==> config.mk <==
export PLATFORM = sky130hd
export DESIGN_NAME = food_spawner
export DESIGN_NICKNAME = d
export VERILOG_FILES = /design/src/rtl/food_spawner_pkg.sv /design/src/rtl/lfsr16.sv /design/src/rtl/food_spawner.sv
export SDC_FILE = /design/constraint.sdc
export NUM_CORES = 1
export LEC_CHECK = 0
export BUFFER_PORTS_ARGS = -buffer_cell sky130_fd_sc_hd__buf_2
export CORE_AREA = 2 2 86 88
export CTS_BUF_LIST = sky130_fd_sc_hd__clkbuf_4 sky130_fd_sc_hd__clkbuf_8
export CTS_CLUSTER_SIZE = 30
export DETAILED_ROUTE_END_ITERATION = 10
export DIE_AREA = 0 0 88 90
export PLACE_DENSITY = 0.8
export SLEW_MARGIN = 20
export SYNTH_ARGS = -nofsm -noshare
export SYNTH_HDL_FRONTEND = slang
export SYNTH_HIERARCHICAL = 1
export SYNTH_SLANG_ARGS = --single-unit
==> constraint.sdc <==
create_clock -name i_clk -period 2.9 [get_ports i_clk]
set_input_delay 0.29 -clock i_clk [delete_from_list [all_inputs] [get_ports i_clk]]
set_output_delay 0.29 -clock i_clk [all_outputs]
set_load 0.02 [all_outputs]
==> src/rtl/food_spawner_pkg.sv <==
// Shared constants, FSM encoding and LFSR step function for the food spawner.
package food_spawner_pkg;

  localparam int unsigned CELL_SHIFT = 4;
  localparam int unsigned CELL_PX    = 1 << CELL_SHIFT;
  localparam int unsigned GRID_W     = 40;
  localparam int unsigned GRID_H     = 30;
  localparam int unsigned SCREEN_W   = GRID_W * CELL_PX;
  localparam int unsigned SCREEN_H   = GRID_H * CELL_PX;

  localparam logic [15:0] LFSR_MASK = 16'hB400;

  // Food cell after reset: pixel (304, 448).
  localparam logic [5:0] RESET_CX = 6'd19;
  localparam logic [4:0] RESET_CY = 5'd28;

  typedef enum logic [2:0] {
    ST_IDLE,
    ST_DRAW,
    ST_QUERY,
    ST_SCAN_INIT,
    ST_SCAN_Q,
    ST_COMMIT
  } state_e;

  function automatic logic [15:0] lfsr_step(input logic [15:0] v);
    return {1'b0, v[15:1]} ^ (v[0] ? LFSR_MASK : 16'h0000);
  endfunction

endpackage

==> src/rtl/lfsr16.sv <==
// Free-running 16-bit Galois LFSR (right shift); exposes the bit fields
// used as a candidate grid cell.
module lfsr16 import food_spawner_pkg::*; #(
  parameter logic [15:0] SEED = 16'hACE1
) (
  input  logic       clk_i,
  input  logic       rst_ni,
  output logic [5:0] cand_x_o,
  output logic [4:0] cand_y_o
);

  logic [15:0] lfsr_q, lfsr_d;

  always_comb lfsr_d = lfsr_step(lfsr_q);

  always_ff @(posedge clk_i or negedge rst_ni) begin
    if (!rst_ni) lfsr_q <= SEED;
    else         lfsr_q <= lfsr_d;
  end

  assign cand_x_o = lfsr_q[5:0];
  assign cand_y_o = lfsr_q[12:8];

endmodule

==> src/rtl/food_spawner.sv <==
// Picks a free grid cell for the next food item on each eat event: random
// LFSR draws checked against snake occupancy, then a row-major scan fallback.
module food_spawner #(
  parameter logic [15:0] LFSR_SEED = 16'hACE1,
  parameter int unsigned MAX_TRIES = 8,
  parameter int unsigned GRID_W    = food_spawner_pkg::GRID_W,
  parameter int unsigned GRID_H    = food_spawner_pkg::GRID_H
) (
  input  logic       i_clk,
  input  logic       i_rst_n,
  input  logic       i_eat,
  output logic       o_occ_req,
  output logic [5:0] o_occ_cx,
  output logic [4:0] o_occ_cy,
  input  logic       i_occ_ack,
  input  logic       i_occ_hit,
  output logic [9:0] o_food_x,
  output logic [9:0] o_food_y,
  output logic       o_food_update,
  output logic       o_busy,
  output logic       o_board_full
);

  import food_spawner_pkg::*;

  localparam logic [5:0]  LAST_X    = 6'(GRID_W - 1);
  localparam logic [4:0]  LAST_Y    = 5'(GRID_H - 1);
  localparam logic [10:0] SCAN_LAST = 11'(GRID_W * GRID_H - 1);
  localparam logic [7:0]  TRY_LIMIT = 8'(MAX_TRIES);

  state_e      state_q, state_d;
  logic        pend_q, pend_d;
  logic [7:0]  tries_q, tries_d;
  logic [5:0]  qx_q, qx_d, fx_q, fx_d;
  logic [4:0]  qy_q, qy_d, fy_q, fy_d;
  logic [10:0] cnt_q, cnt_d;
  logic        full_q, full_d;

  logic [5:0]  cand_x;
  logic [4:0]  cand_y;
  logic        cand_bad;
  logic        q_is_food;
  logic [7:0]  tries_inc;
  logic [10:0] cnt_inc;

  lfsr16 #(.SEED(LFSR_SEED)) u_lfsr (
    .clk_i    (i_clk),
    .rst_ni   (i_rst_n),
    .cand_x_o (cand_x),
    .cand_y_o (cand_y)
  );

  // Row-major successor, wrapping the last cell back to (0,0); packed {x,y}.
  function automatic logic [10:0] next_cell(input logic [5:0] x, input logic [4:0] y);
    if (x == LAST_X) return {6'd0, (y == LAST_Y) ? 5'd0 : y + 5'd1};
    return {x + 6'd1, y};
  endfunction

  assign cand_bad  = (cand_x > LAST_X) || (cand_y > LAST_Y) ||
                     ((cand_x == fx_q) && (cand_y == fy_q));
  assign q_is_food = (qx_q == fx_q) && (qy_q == fy_q);
  assign tries_inc = tries_q + 8'd1;
  assign cnt_inc   = cnt_q + 11'd1;

  always_comb begin
    state_d = state_q;
    pend_d  = pend_q;
    tries_d = tries_q;
    qx_d    = qx_q;
    qy_d    = qy_q;
    fx_d    = fx_q;
    fy_d    = fy_q;
    cnt_d   = cnt_q;
    full_d  = full_q;

    if (state_q != ST_IDLE && i_eat) pend_d = 1'b1;

    case (state_q)
      ST_IDLE: begin
        if (i_eat || pend_q) begin
          pend_d = 1'b0;
          if (!full_q) begin
            tries_d = '0;
            state_d = ST_DRAW;
          end
        end
      end
      ST_DRAW: begin
        qx_d = cand_x;
        qy_d = cand_y;
        if (cand_bad) begin
          tries_d = tries_inc;
          state_d = (tries_inc == TRY_LIMIT) ? ST_SCAN_INIT : ST_DRAW;
        end else begin
          state_d = ST_QUERY;
        end
      end
      ST_QUERY: begin
        if (i_occ_ack) begin
          if (i_occ_hit) begin
            tries_d = tries_inc;
            state_d = (tries_inc == TRY_LIMIT) ? ST_SCAN_INIT : ST_DRAW;
          end else begin
            fx_d    = qx_q;
            fy_d    = qy_q;
            state_d = ST_COMMIT;
          end
        end
      end
      ST_SCAN_INIT: begin
        {qx_d, qy_d} = next_cell(fx_q, fy_q);
        cnt_d        = '0;
        state_d      = ST_SCAN_Q;
      end
      ST_SCAN_Q: begin
        // The current food cell is stepped over without a query and without counting.
        if (q_is_food) begin
          {qx_d, qy_d} = next_cell(qx_q, qy_q);
        end else if (i_occ_ack) begin
          if (!i_occ_hit) begin
            fx_d    = qx_q;
            fy_d    = qy_q;
            state_d = ST_COMMIT;
          end else if (cnt_inc == SCAN_LAST) begin
            full_d  = 1'b1;
            state_d = ST_IDLE;
          end else begin
            cnt_d        = cnt_inc;
            {qx_d, qy_d} = next_cell(qx_q, qy_q);
          end
        end
      end
      ST_COMMIT: state_d = ST_IDLE;
      default:   state_d = ST_IDLE;
    endcase
  end

  // Food registers load on entry to COMMIT so the new position appears with the strobe.
  always_ff @(posedge i_clk or negedge i_rst_n) begin
    if (!i_rst_n) begin
      state_q <= ST_IDLE;
      pend_q  <= 1'b0;
      tries_q <= '0;
      qx_q    <= '0;
      qy_q    <= '0;
      fx_q    <= RESET_CX;
      fy_q    <= RESET_CY;
      cnt_q   <= '0;
      full_q  <= 1'b0;
    end else begin
      state_q <= state_d;
      pend_q  <= pend_d;
      tries_q <= tries_d;
      qx_q    <= qx_d;
      qy_q    <= qy_d;
      fx_q    <= fx_d;
      fy_q    <= fy_d;
      cnt_q   <= cnt_d;
      full_q  <= full_d;
    end
  end

  assign o_occ_req     = (state_q == ST_QUERY) || ((state_q == ST_SCAN_Q) && !q_is_food);
  assign o_occ_cx      = qx_q;
  assign o_occ_cy      = qy_q;
  assign o_food_x      = 10'(fx_q) << CELL_SHIFT;
  assign o_food_y      = 10'(fy_q) << CELL_SHIFT;
  assign o_food_update = (state_q == ST_COMMIT);
  assign o_busy        = (state_q != ST_IDLE);
  assign o_board_full  = full_q;

endmodule

## After elaboration in Yosys (flattened, before gate mapping)

Index checks and enable logic that the tools add are counted.

- Bits of input ports: 5
- Register bits after elaboration: 62
- Output and inout bits: 35
- Word-level logic and storage cells: 133

- Bitwise logic cells: 2
- Reduce and logical (&&, ||, !) cells: 22
- Multiplexer cells: 61
- Order comparisons: 2
- $add $sub $neg: 6
- Equal/unequal tests: 30

Operator list:

| operator | number |
|---|---|
| 11-bit two-way mux | 9 |
| 5-bit two-way mux | 9 |
| 6-bit two-way mux | 7 |
| 8-bit two-way mux | 5 |
| 3-bit two-way mux | 8 |
| 8-bit case mux with 3 select lines | 1 |
| 11-bit case mux with 2 select lines | 1 |
| 2-bit != test (second input constant) | 9 |
| 3-bit != test (second input constant) | 6 |
| 6-bit case mux with 3 select lines | 1 |
| 6-bit AND reduction | 3 |
| 16-bit two-way mux | 1 |
| 15-bit by 16-bit bitwise XOR with 16-bit output | 1 |
| 3-bit case mux with 5 select lines | 1 |
| 5-bit case mux with 3 select lines | 1 |
| 1-bit two-way mux | 13 |
| 6-bit by 1-bit adder with 6-bit output (second input constant) | 2 |
| 6-bit == test | 2 |
| 6-bit == test (second input constant) | 2 |
| 6-bit case mux with 2 select lines | 1 |
| 11-bit by 1-bit adder with 11-bit output (second input constant) | 1 |
| 11-bit == test (second input constant) | 1 |
| 5-bit by 1-bit adder with 5-bit output (second input constant) | 2 |
| 5-bit == test | 2 |
| other kinds (20) | 34 |

## Logic depth before layout (Yosys ltp)

Gate-level depths: netlist of run 1.

- Depth after elaboration: 13
- Depth in mapped cells: 9
- Depth with buffers taken out: 8

## Modules after synthesis

The synthesis of run 1 kept the hierarchy.

By module, submodules not included:

| module | area an instance (µm²) | seq. area each (µm²) | instances | cells each |
|---|---|---|---|---|
| food_spawner | 3,563.4 | 1,158.6 | 1 | 391 |
| lfsr16 | 519.2 | 410.4 | 1 | 30 |

## Worst setup path before layout of run 1

OpenSTA, ideal clock, no wires.

- Kind: register to register
- Start point: register cnt_q[0]
- End point: register qy_q[2], in the netlist o_occ_cy[2]
- Cell stages (with the launch flop): 8
- Buffers on the path: 0
- Setup time: 0.128 ns
- Path slack: 0.602 ns
- Period minus slack after synthesis: 2.298 ns
- Required time: 2.772 ns
- Arrival time: 2.170 ns
- Cells stage by stage: dfrtp_1 -> ha_1 -> nand3_1 -> nor3b_1 -> a311oi_1 -> o41ai_4 -> a31oi_2 -> mux2_1

- Word-level cells in the longest chain between the ends: 4

RTL lines:

| item | RTL line | source |
|---|---|---|
| from (decl) | food_spawner.sv:36 | `logic [10:0] cnt_q, cnt_d;` |
| from (signal assigned) | food_spawner.sv:158 | `cnt_q <= cnt_d;` |
| 11-bit by 1-bit adder with 11-bit output | food_spawner.sv:63 | `assign cnt_inc = cnt_q + 11'd1;` |
| 11-bit == test | food_spawner.sv:124 | `end else if (cnt_inc == SCAN_LAST) begin` |
| 3-bit != test (no line) | n/a |  |
| 6-bit AND reduction (no line) | n/a |  |
| to (signal assigned) | food_spawner.sv:155 | `qy_q <= qy_d;` |
| to (decl) | food_spawner.sv:35 | `logic [4:0] qy_q, qy_d, fy_q, fy_d;` |

No other way between the ends.
A chain may end at the register's enable or synchronous reset.

## Worst setup path in the final report of run 1

- Start point: register cnt_q[1]
- End point: register qx_q[1], in the netlist o_occ_cx[1]

- Word-level cells in the longest chain between the ends: 4

RTL lines:

| item | RTL line | source |
|---|---|---|
| 11-bit by 1-bit adder with 11-bit output | food_spawner.sv:63 |  |
| 11-bit == test | food_spawner.sv:124 |  |
| 3-bit != test (no line) | n/a |  |
| 4-bit AND reduction (no line) | n/a |  |
| to (signal assigned) | food_spawner.sv:154 | `qx_q <= qx_d;` |
| to (decl) | food_spawner.sv:34 | `logic [5:0] qx_q, qx_d, fx_q, fx_d;` |

No other way between the ends.

==> qor.txt, run 1 <==
Ant. Diodes - 0
RSZ-0062 raised after global routing - no
Post-synth ARST share - 100%
DP Wirelength - 6.46 mm
Clock Tree Root - clkbuf_8
fraction of layout instances using a drive strength above 1 - 22.4%
synthesized area - 4080 um2
Unique masters post-synth - 73
routed len/inst - 17.1 um
# hold bufs at CTS - 1
vias in the first global route - 2932
ys flop type - dfrtp_1
Setup Fix Bufs, Post-CTS - 0
relative slew slack - 54.1%
Synth Register Bits - 62
P_leak - 2.06 nW
die height - 90 um
RD Place Congestion - 0.952
Die Span X - 88 um
HP Class - in -> reg
post-layout util - 62.7%
initial DRC count - 240
core box area - 7020 um2
fin crit share - 92.9%
post-CTS resize count - 0
clock latency on the worst-skew pair - 0.35 ns
clk sinks - 62
largest net degree at the start of global routing - 30
Worst-Margin Slew - 0.685 ns
data arrival time of the critical path - 2.92 ns
Seq/Total Area, Yosys - 38.4%
first-pass GRT wire length - 15.0 mm
total gr overflow - 0
num ports - 40
DRT Pass-1 Iters - 5
Crit Path Class - reg -> reg
number of synthesized flops with an enable pin - 0
minimum clock period - 2.70 ns
nets@finish - 450
CP startpoint kind - flip-flop
final hold violations - 0
Max Cap Viol - 0
final setup vio count - 0
drt total wl - 9.25 mm
Layout Skew - 0.0102 ns
final setup TNS - 0 ns
Setup crit end kind - flip-flop
H-tree depth - 3
Detail Route Antenna Nets - 0
CTS Buf Count - 9
maximum VDD drop - 0.388 mV
status - finished, final reports clean
starting density of the core - 58.2%
CP max FO - 8
Bufs on Longest Clock Path - 2
full die area - 7920 um2
Worst Path Required - 3.13 ns
final slew viol count - 0
I/O Buffers - 30
via count - 3279
antenna violations before repair - 0
drt drc - 0
FP Rows - 31
Fmax - 371 MHz
clock-pin transition on the worst setup and hold timing paths - 0.07 ns
Warnings, synthesis - 6
GRT Resource Usage Total - 24.3%
Post-Syn Instances - 421
Avg Cell Area, Syn - 9.70 um2
Pwr Density - 765 nW/um2
CTS tree - done
Via-to-Cell Ratio - 6.07
Area growth syn-to-layout - 7.78%
==> critical path, cell delays in order (launching register included) <==
cell      delay (ns)
dfrtp_1         0.44
ha_1            0.29
nand3_1         0.23
nor3b_1         0.25
a311oi_1        0.13
o41ai_4         0.42
and3_1          0.48
mux2_4          0.34
==> metal layers <==
metal  global-route usage [%]  wire [um]
met1                     35.9       4080
met2                     34.5       4320
met3                     5.23        599
met4                     9.62        255
met5                        0          0
==> through the flow <==
step / area (um2) / hold WS (ns) / power (mW) / std cells / setup slack [ns]
after detailed placement: 4170 / 0.234 / 2.48 / 523 / 0.272
after CTS: 4400 / 0.141 / 3.37 / 540 / 0.250
after global placement: 4170 / 0.228 / 2.45 / 523 / 0.360
after floorplan: 4110 / -0.00559 / 2.18 / 429 / 0.602
after global routing: 4400 / 0.165 / 3.57 / 540 / 0.0624
final: 4400 / 0.165 / 3.37 / 540 / 0.205
==> final timing paths <==
| kind | startpoint | endpoint | slack, ns | cells after the start |
|---|---|---|---|---|
| max | cnt_q[1] | o_occ_cx[1] | 0.20 | 7 |
| min | i_eat | pend_q | 0.16 | 2 |
| max reg2reg | cnt_q[1] | o_occ_cx[1] | 0.20 | 7 |
| min reg2reg | u_lfsr/lfsr_q[6] | u_lfsr/lfsr_q[5] | 0.36 | 0 |
| max in group asynchronous | i_rst_n | u_lfsr/lfsr_q[5] | 1.77 | 3 |
| min in group asynchronous | i_rst_n | o_occ_cx[5] | 0.39 | 2 |
==> flip-flops by register name (all words and copies together), names as in the netlist <==
register and count:
state_q 3, tries_q 8, o_occ_cy 5, cnt_q 11, o_occ_cx 6, pend_q 1
fy_q 5, o_board_full 1, fx_q 6, u_lfsr/lfsr_q 16
==> cells by family (layout without fill, tap and decap cells) <==
group / after synthesis / count (layout) / share of synthesized area [%]
adders and majority gates: 9 / 9 / 2.76
other: 1 / 9 / 0.0919
and+or+nand+nor: 123 / 123 / 16.1
xor gates and xnor gates: 38 / 38 / 8.15
DFF: 62 / 62 / 38.4
muxes: 23 / 23 / 7.39
AOI/OAI and AO/OA: 107 / 107 / 18.7
buffers and inverters: 58 / 70 / 8.37
==> layout make-up <==
class | instances | area (um2)
Clock buffer | 12 | 153
Clock inverter | 4 | 70.1
Fill cell | 584 | 2620
Inverter | 14 | 55.1
Multi-Input combinational cell | 309 | 2200
Sequential cell | 62 | 1570
Tap cell | 99 | 124
Timing Repair Buffer | 40 | 228
==> cell usage after synthesis, drive strengths merged, types with 5 or more instances <==
cell type | n | area (um2)
buf | 33 | 243
and3 | 5 | 31.3
a21oi | 21 | 109
dfstp | 14 | 368
ha | 9 | 113
nor2 | 26 | 97.6
and4 | 5 | 43.8
nand3 | 20 | 100
xnor2 | 7 | 61.3
mux2 | 18 | 251
nand2 | 28 | 105
mux2i | 5 | 50.1
nor3 | 7 | 40.0
dfrtp | 48 | 1200
inv | 14 | 55.1
nor4 | 6 | 50.0
clkbuf | 11 | 43.8
xor2 | 31 | 272
a22oi | 5 | 37.5
o21ai | 24 | 120
nand4 | 6 | 37.5
a31oi | 15 | 115
==> report_power, final <==
part,internal (mW),leakage (nW),switching (mW)
logic,0.526,1.14,0.804
clock network,0.524,0.117,0.351
registers,0.969,0.800,0.194
total,2.02,2.06,1.35
==> cell usage in the layout (no fill, tap or decap), drive strengths merged, types with 3 or more instances in the layout <==
cell	netlist	final
nor3	7	7
xor2	31	31
clkbuf	11	12
a22oi	5	5
nor3b	3	3
a311oi	3	3
nor2b	4	4
dfrtp	48	48
a32oi	3	3
nor2	26	26
o21ai	24	24
nand3	20	20
conb	1	9
a2bb2oi	3	3
mux2i	5	5
nand2b	3	3
xnor2	7	7
a21oi	21	21
mux2	18	18
a31oi	15	15
and3	5	5
buf	33	39
dfstp	14	14
nand2	28	28
and4	5	5
inv	14	14
o21a	3	3
ha	9	9
nor4	6	6
o41ai	4	4
nand4	6	6
(Power assumes the default switching activity.)
==> inputs of run 2 (changes only) <==
- CORE_AREA: 2 2 86 88 -> 2 2 99 101
- DIE_AREA: 0 0 88 90 -> 0 0 101 103
- PLACE_DENSITY: 0.8 -> 0.63
- RECOVER_POWER: unset -> 25
==> run 2 against run 1 <==
Net effect: the flow now finishes with violations (max-capacitance violations, max-slew violations); sequential share of layout area up 0.39 points; non-clock buffer count down 2; clock power down 22%.
==> qor.txt, run 2 (synthesis gave the netlist of run 1 again) <==
Pwr Density - 732 nW/um2 (-4.3%)
Top Registers - u_lfsr/lfsr_q (16), cnt_q (11), tries_q (8)
FP Rows - 36 (+16%)
most frequent cells in the layout - dfrtp_1 (48), xor2_1 (31), buf_2 (29), nand2_1 (28), nor2_1 (26)
post-CTS resize count - 0 (unchanged)
met3 usage - 3.59% (-1.6 points)
Pint - 1.80 mW (-11%)
GRT Resource Usage Total - 19.3% (-5.0 points)
Die Span X - 101 um (+15%)
Layout Skew - 0.0154 ns (+0.00526 ns)
vias in the first global route - 3015 (+2.8%)
die height - 103 um (+14%)
CP startpoint kind - flip-flop
commonest non-fill, non-tap cell in the layout - dfrtp_1
Setup Fix Bufs, Post-CTS - 0 (unchanged)
initial DRC count - 185 (-23%)
Worst-Margin Slew - 2.00 ns (+1.31 ns)
Psw - 1.38 mW (+2.5%)
fraction of layout instances using a drive strength above 1 - 21.6% (-0.81 points)
dpl cells - 537 (+2.7%)
final setup vio count - 0 (unchanged)
# hold bufs at CTS - 0 (-1)
minimum clock period - 2.72 ns (+0.0258 ns)
total gr overflow - 0 (unchanged)
CP max FO - 8 (unchanged)
clock power share - 21.4% (-4.6 points)
violated checks - max-capacitance violations, max-slew violations
largest net degree at the start of global routing - 36 (+20%)
final hold violations - 0 (unchanged)
CTS tree - done
Sequential Power Share - 36.4% (+1.9 points)
antenna violations before repair - 0 (unchanged)
Reg with most FFs - u_lfsr/lfsr_q
status - complete, but fails checks
relative slew slack - -33.3% (-87 points)
Worst Path Required - 3.13 ns (about the same)
final slew viol count - 36 (+36)
Bufs on Longest Clock Path - 2 (unchanged)
HP Class - in -> reg
Ant. Diodes - 0 (unchanged)
met2 track demand over resource - 30.6% (-3.9 points)
R2R Setup Slk - 0.18 ns (-0.03 ns)
CP Cell Sequence - ha_1 -> nand3_1 -> nor4_1 -> a311oi_1 -> o41ai_4 -> and3_1 -> mux2_4
RD Place Congestion - 0.929 (-2.5%)
Via-to-Cell Ratio - 5.82 (-4.2%)
clk sinks - 62 (unchanged)
GRT busiest layer - met2
via count - 3216 (-1.9%)
post-layout util - 46.0% (-17 points)
met1 usage - 26.3% (-9.5 points)
final setup TNS - 0 ns (unchanged)
RSZ-0062 raised after global routing - no
drt total wl - 9.47 mm (+2.4%)
core box area - 9460 um2 (+35%)
DP Wirelength - 6.66 mm (+3.0%)
Fmax - 368 MHz (-0.95%)
maximum VDD drop - 0.305 mV (-21%)
nets@finish - 448 (-0.44%)
first-pass GRT wire length - 15.5 mm (+2.9%)
clock-pin transition on the worst setup and hold timing paths - 0.08 ns (about the same)
full die area - 10400 um2 (+31%)
num ports - 40 (unchanged)
Detail Route Antenna Nets - 0 (unchanged)
slowest stage delay, CP - 0.52 ns (+0.04 ns)
Final Non-Filler Cells - 553 (+2.4%)
Clock Tree Root - clkbuf_8
Crit Path Class - reg -> reg
logic gate share of total power - 42.2% (+2.7 points)
drt drc - 0 (unchanged)
data arrival time of the critical path - 2.95 ns (+0.03 ns)
filler instances - 943 (+61%)
H-tree depth - 3 (unchanged)
max reg flops - 16 (unchanged)
I/O Buffers - 30 (unchanged)
Setup crit end kind - flip-flop
P_leak - 2.01 nW (-2.1%)
Sw Share - 43.4% (+3.3 points)
starting density of the core - 43.2% (-15 points)
DRT Pass-1 Iters - 4 (-1)
routed len/inst - 17.1 um (about the same)
clock latency on the worst-skew pair - 0.36 ns (about the same)
Slowest-stage cell, CP - and3_1
fin crit share - 93.8% (+0.89 points)
CTS Buf Count - 9 (unchanged)
Area growth syn-to-layout - 6.62%
Max Cap Viol - 1 (+1)
[run 2: power groups by stage]
stage               Sequential, mW  Combinational, mW  Clock (mW)
floorplan                     1.16               1.02           0
global placement              1.17               1.32           0
detailed placement            1.17               1.33           0
CTS                           1.16               1.34       0.702
global route                  1.18               1.49       0.741
finish                        1.16               1.34       0.683
[run 2: per-stage QoR]
step	hold slack [ns]	power, mW	setup WS (ns)	area [um2]
after CTS	0.0498	3.20	0.197	4350
after global placement	0.346	2.49	0.314	4180
after floorplan	-0.00559	2.18	0.602	4110
final	0.146	3.19	0.179	4350
after global routing	0.140	3.41	0.0444	4350
after detailed placement	0.348	2.50	0.228	4180
[run 2: layout make-up]
class | count | area [um2] | share of cell area (%)
multi-input cells | 309 | 2200 | 50.6
repair buffers | 38 | 209 | 4.80
inverters | 14 | 55.1 | 1.26
well taps | 114 | 143 | 3.28
clock inverters | 7 | 51.3 | 1.18
clock buffers | 9 | 124 | 2.85
flip-flops and latches | 62 | 1570 | 36.0
[run 2: routing by layer]
| metal | vias up | part of all wire, % |
|---|---|---|
| met5 | - | 0 |
| met4 | 0 | 1.4 |
| met3 | 9 | 3.8 |
| met2 | 87 | 47 |
| met1 | 1588 | 48 |
| li1 | 1532 | - |
[run 2: path summary, 6_finish.rpt]
kind	end	start	depth (start not counted)
worst max register to register	o_occ_cx[3]	cnt_q[1]	7
min in group asynchronous	cnt_q[10]	i_rst_n	1
worst min register to register	u_lfsr/lfsr_q[6]	u_lfsr/lfsr_q[7]	0
worst max-delay path	o_occ_cx[3]	cnt_q[1]	7
max in group asynchronous	u_lfsr/lfsr_q[7]	i_rst_n	2
worst min-delay path	pend_q	i_eat	2
[run 2: worst max-delay path: cells and delay by family, from the launching register on]
family | cells | cell delay (ns)
multiplexers | 1 | 0.34
AO/OA/AOI/OAI | 2 | 0.56
adder cells (fa/ha/maj) | 1 | 0.29
flip-flops | 1 | 0.44
AND/OR/NAND/NOR | 3 | 0.96
==> inputs of run 3 (changes only) <==
==> constraint.sdc (replaced) <==
create_clock -name i_clk -period 2.9 [get_ports i_clk]
set_input_delay 0.58 -clock i_clk [delete_from_list [all_inputs] [get_ports i_clk]]
set_output_delay 0.58 -clock i_clk [all_outputs]
set_load 0.02 [all_outputs]
==> run 3 against run 2 <==
Net effect: the flow now finishes without violations; sequential cell count did not move; cell count increased by 0.36%; clock-buffer cell count rose by 3; wire length increased by 0.33%; clock skew is 0.0083 ns lower; total power increased by 3.9%; via count is 1.1% lower; largest cell class unchanged.
==> qor.txt, run 3 (synthesis gave the netlist of run 1 again) <==
status - finished, final reports clean
Via-to-Cell Ratio - 5.73 (-1.4%)
fin worst setup slack - 0.122 ns (-0.0569 ns)
final setup vio count - 0 (unchanged)
num ports - 40 (unchanged)
Setup crit end kind - output port
Ant. Diodes - 0 (unchanged)
met2 track demand over resource - 29.9% (-0.67 points)
post-layout util - 46.5% (+0.48 points)
Detail Route Antenna Nets - 0 (unchanged)
largest net degree at the start of global routing - 24 (-33%)
worst r2r src - cnt_q[1]
final hold violations - 0 (unchanged)
GRT Resource Usage Total - 19.7% (+0.41 points)
full die area - 10400 um2 (unchanged)
Tot Pwr - 3.31 mW (+3.9%)
drt drc - 0 (unchanged)
starting density of the core - 43.2% (unchanged)
P_leak - 2.05 nW (+1.7%)
Layout Skew - 0.00713 ns (-0.00830 ns)
Register Area - 1570 um2 (unchanged)
DRT Pass-1 Iters - 4 (unchanged)
Clock Tree Root - clkbuf_8
commonest non-fill, non-tap cell in the layout - dfrtp_1
fraction of layout instances using a drive strength above 1 - 22.0% (+0.36 points)
max reg flops - 16 (unchanged)
via count - 3181 (-1.1%)
final slew viol count - 0 (-100%)
Hold Crit Endpoint - u_lfsr/lfsr_q[6]
DP Wirelength - 6.87 mm (+3.1%)
RD Place Congestion - 0.869 (-6.4%)
die height - 103 um (unchanged)
DP Area - 4190 um2 (+0.36%)
Crit Path Class - reg -> out
GRT busiest layer - met2
met3 usage - 3.19% (-0.41 points)
Hold Path Cell Cnt - 0 (-2)
# hold bufs at CTS - 0 (unchanged)
antenna violations before repair - 0 (unchanged)
Hold Slack - 0.358 ns (+0.212 ns)
vias in the first global route - 3001 (-0.46%)
Die Span X - 101 um (unchanged)
CTS tree - done
Area growth syn-to-layout - 7.72%
R2R Setup Slk - 0.32 ns (+0.14 ns)
cell count of the worst reg-to-reg path - 6 (-1)
data arrival time of the critical path - 2.20 ns (-0.75 ns)
RSZ-0062 raised after global routing - no
routed len/inst - 17.1 um (about the same)
initial DRC count - 230 (+24%)
dpl cells - 539 (+0.37%)
CP startpoint - fx_q[3]
FP Rows - 36 (unchanged)
Max Cap Viol - 0 (-1)
minimum clock period - 2.78 ns (+0.0569 ns)
HP Class - reg -> reg
relative slew slack - 15.0% (+48 points)
Final Non-Filler Cells - 555 (+0.36%)
Pwr Density - 753 nW/um2 (+2.8%)
multi-input logic area - 2200 um2 (about the same)
Bufs on Longest Clock Path - 2 (unchanged)
clock latency on the worst-skew pair - 0.34 ns (-0.02 ns)
filler instances - 928 (-1.6%)
most frequent cells in the layout - dfrtp_1 (48), xor2_1 (31), buf_2 (29), nand2_1 (28), nor2_1 (26)
drt total wl - 9.50 mm (+0.33%)
H-tree depth - 3 (unchanged)
design area - 4400 um2 (+1.0%)
Worst Path Required - 2.32 ns (-0.81 ns)
Top Registers - u_lfsr/lfsr_q (16), cnt_q (11), tries_q (8)
Placement Setup Slack - 0.258 ns (+0.0299 ns)
first-pass GRT wire length - 15.7 mm (+1.4%)
Fmax - 360 MHz (-2.0%)
CP max FO - 9 (+1)
critical hold path startpoint - u_lfsr/lfsr_q[7]
total gr overflow - 0 (unchanged)
reg2reg end - o_occ_cy[3]
I/O Buffers - 30 (unchanged)
nets@finish - 450 (+0.45%)
fin crit share - 95.8% (+2.0 points)
clk sinks - 62 (unchanged)
CP startpoint kind - flip-flop
final setup TNS - 0 ns (unchanged)
clock-pin transition on the worst setup and hold timing paths - 0.07 ns (about the same)
Reg with most FFs - u_lfsr/lfsr_q
core box area - 9460 um2 (unchanged)
met1 usage - 27.7% (+1.4 points)
Worst-Margin Slew - 1.28 ns (-0.725 ns)
maximum VDD drop - 0.321 mV (+5.3%)
CTS Buf Count - 9 (unchanged)
-- run 3: worst max path at each step --
stage | endpoint | slack [ns]
3_3_place_gp | o_occ_cx[4] | 0.32
5_1_grt | o_occ_req | 0.02
2_1_floorplan | o_occ_cy[2] | 0.60
4_1_cts | o_occ_req | 0.12
6_report | o_occ_req | 0.12
3_5_place_dp | o_occ_cx[4] | 0.26
-- run 3: area by class of cell --
cell class,instances,share of cell area [%]
multi-input combinational,309,50.1
sequential,62,35.7
timing repair buffer,40,5.09
clock buffer,12,3.61
tap,114,3.24
inverter,14,1.25
clock inverter,4,1.02
-- run 3: routing by layer --
| layer | vias to the layer above | share of wire [%] |
|---|---|---|
| met5 | - | 0 |
| met4 | 0 | 2.1 |
| met3 | 13 | 3.5 |
| met2 | 76 | 45 |
| met1 | 1559 | 49 |
| li1 | 1533 | - |
-- run 3: timing repair --
item,4_1_cts,5_1_grt
gates resized for setup,0,1
hold endpoints to repair,0,0
buffers inserted,0,0
setup endpoints to repair,0,4
-- run 3: report_power, final --
part / internal [mW] / switching [mW]
Clock: 0.449 / 0.351
Sequential: 0.969 / 0.185
Combinational: 0.538 / 0.817
-- run 3: worst max-delay path, cell delays in order, from the launching register on --
cell     delay, ns
dfrtp_1       0.51
xor2_1        0.20
nor4_2        0.36
nand3_1       0.23
nor3b_1       0.21
o21a_1        0.19
buf_2         0.15
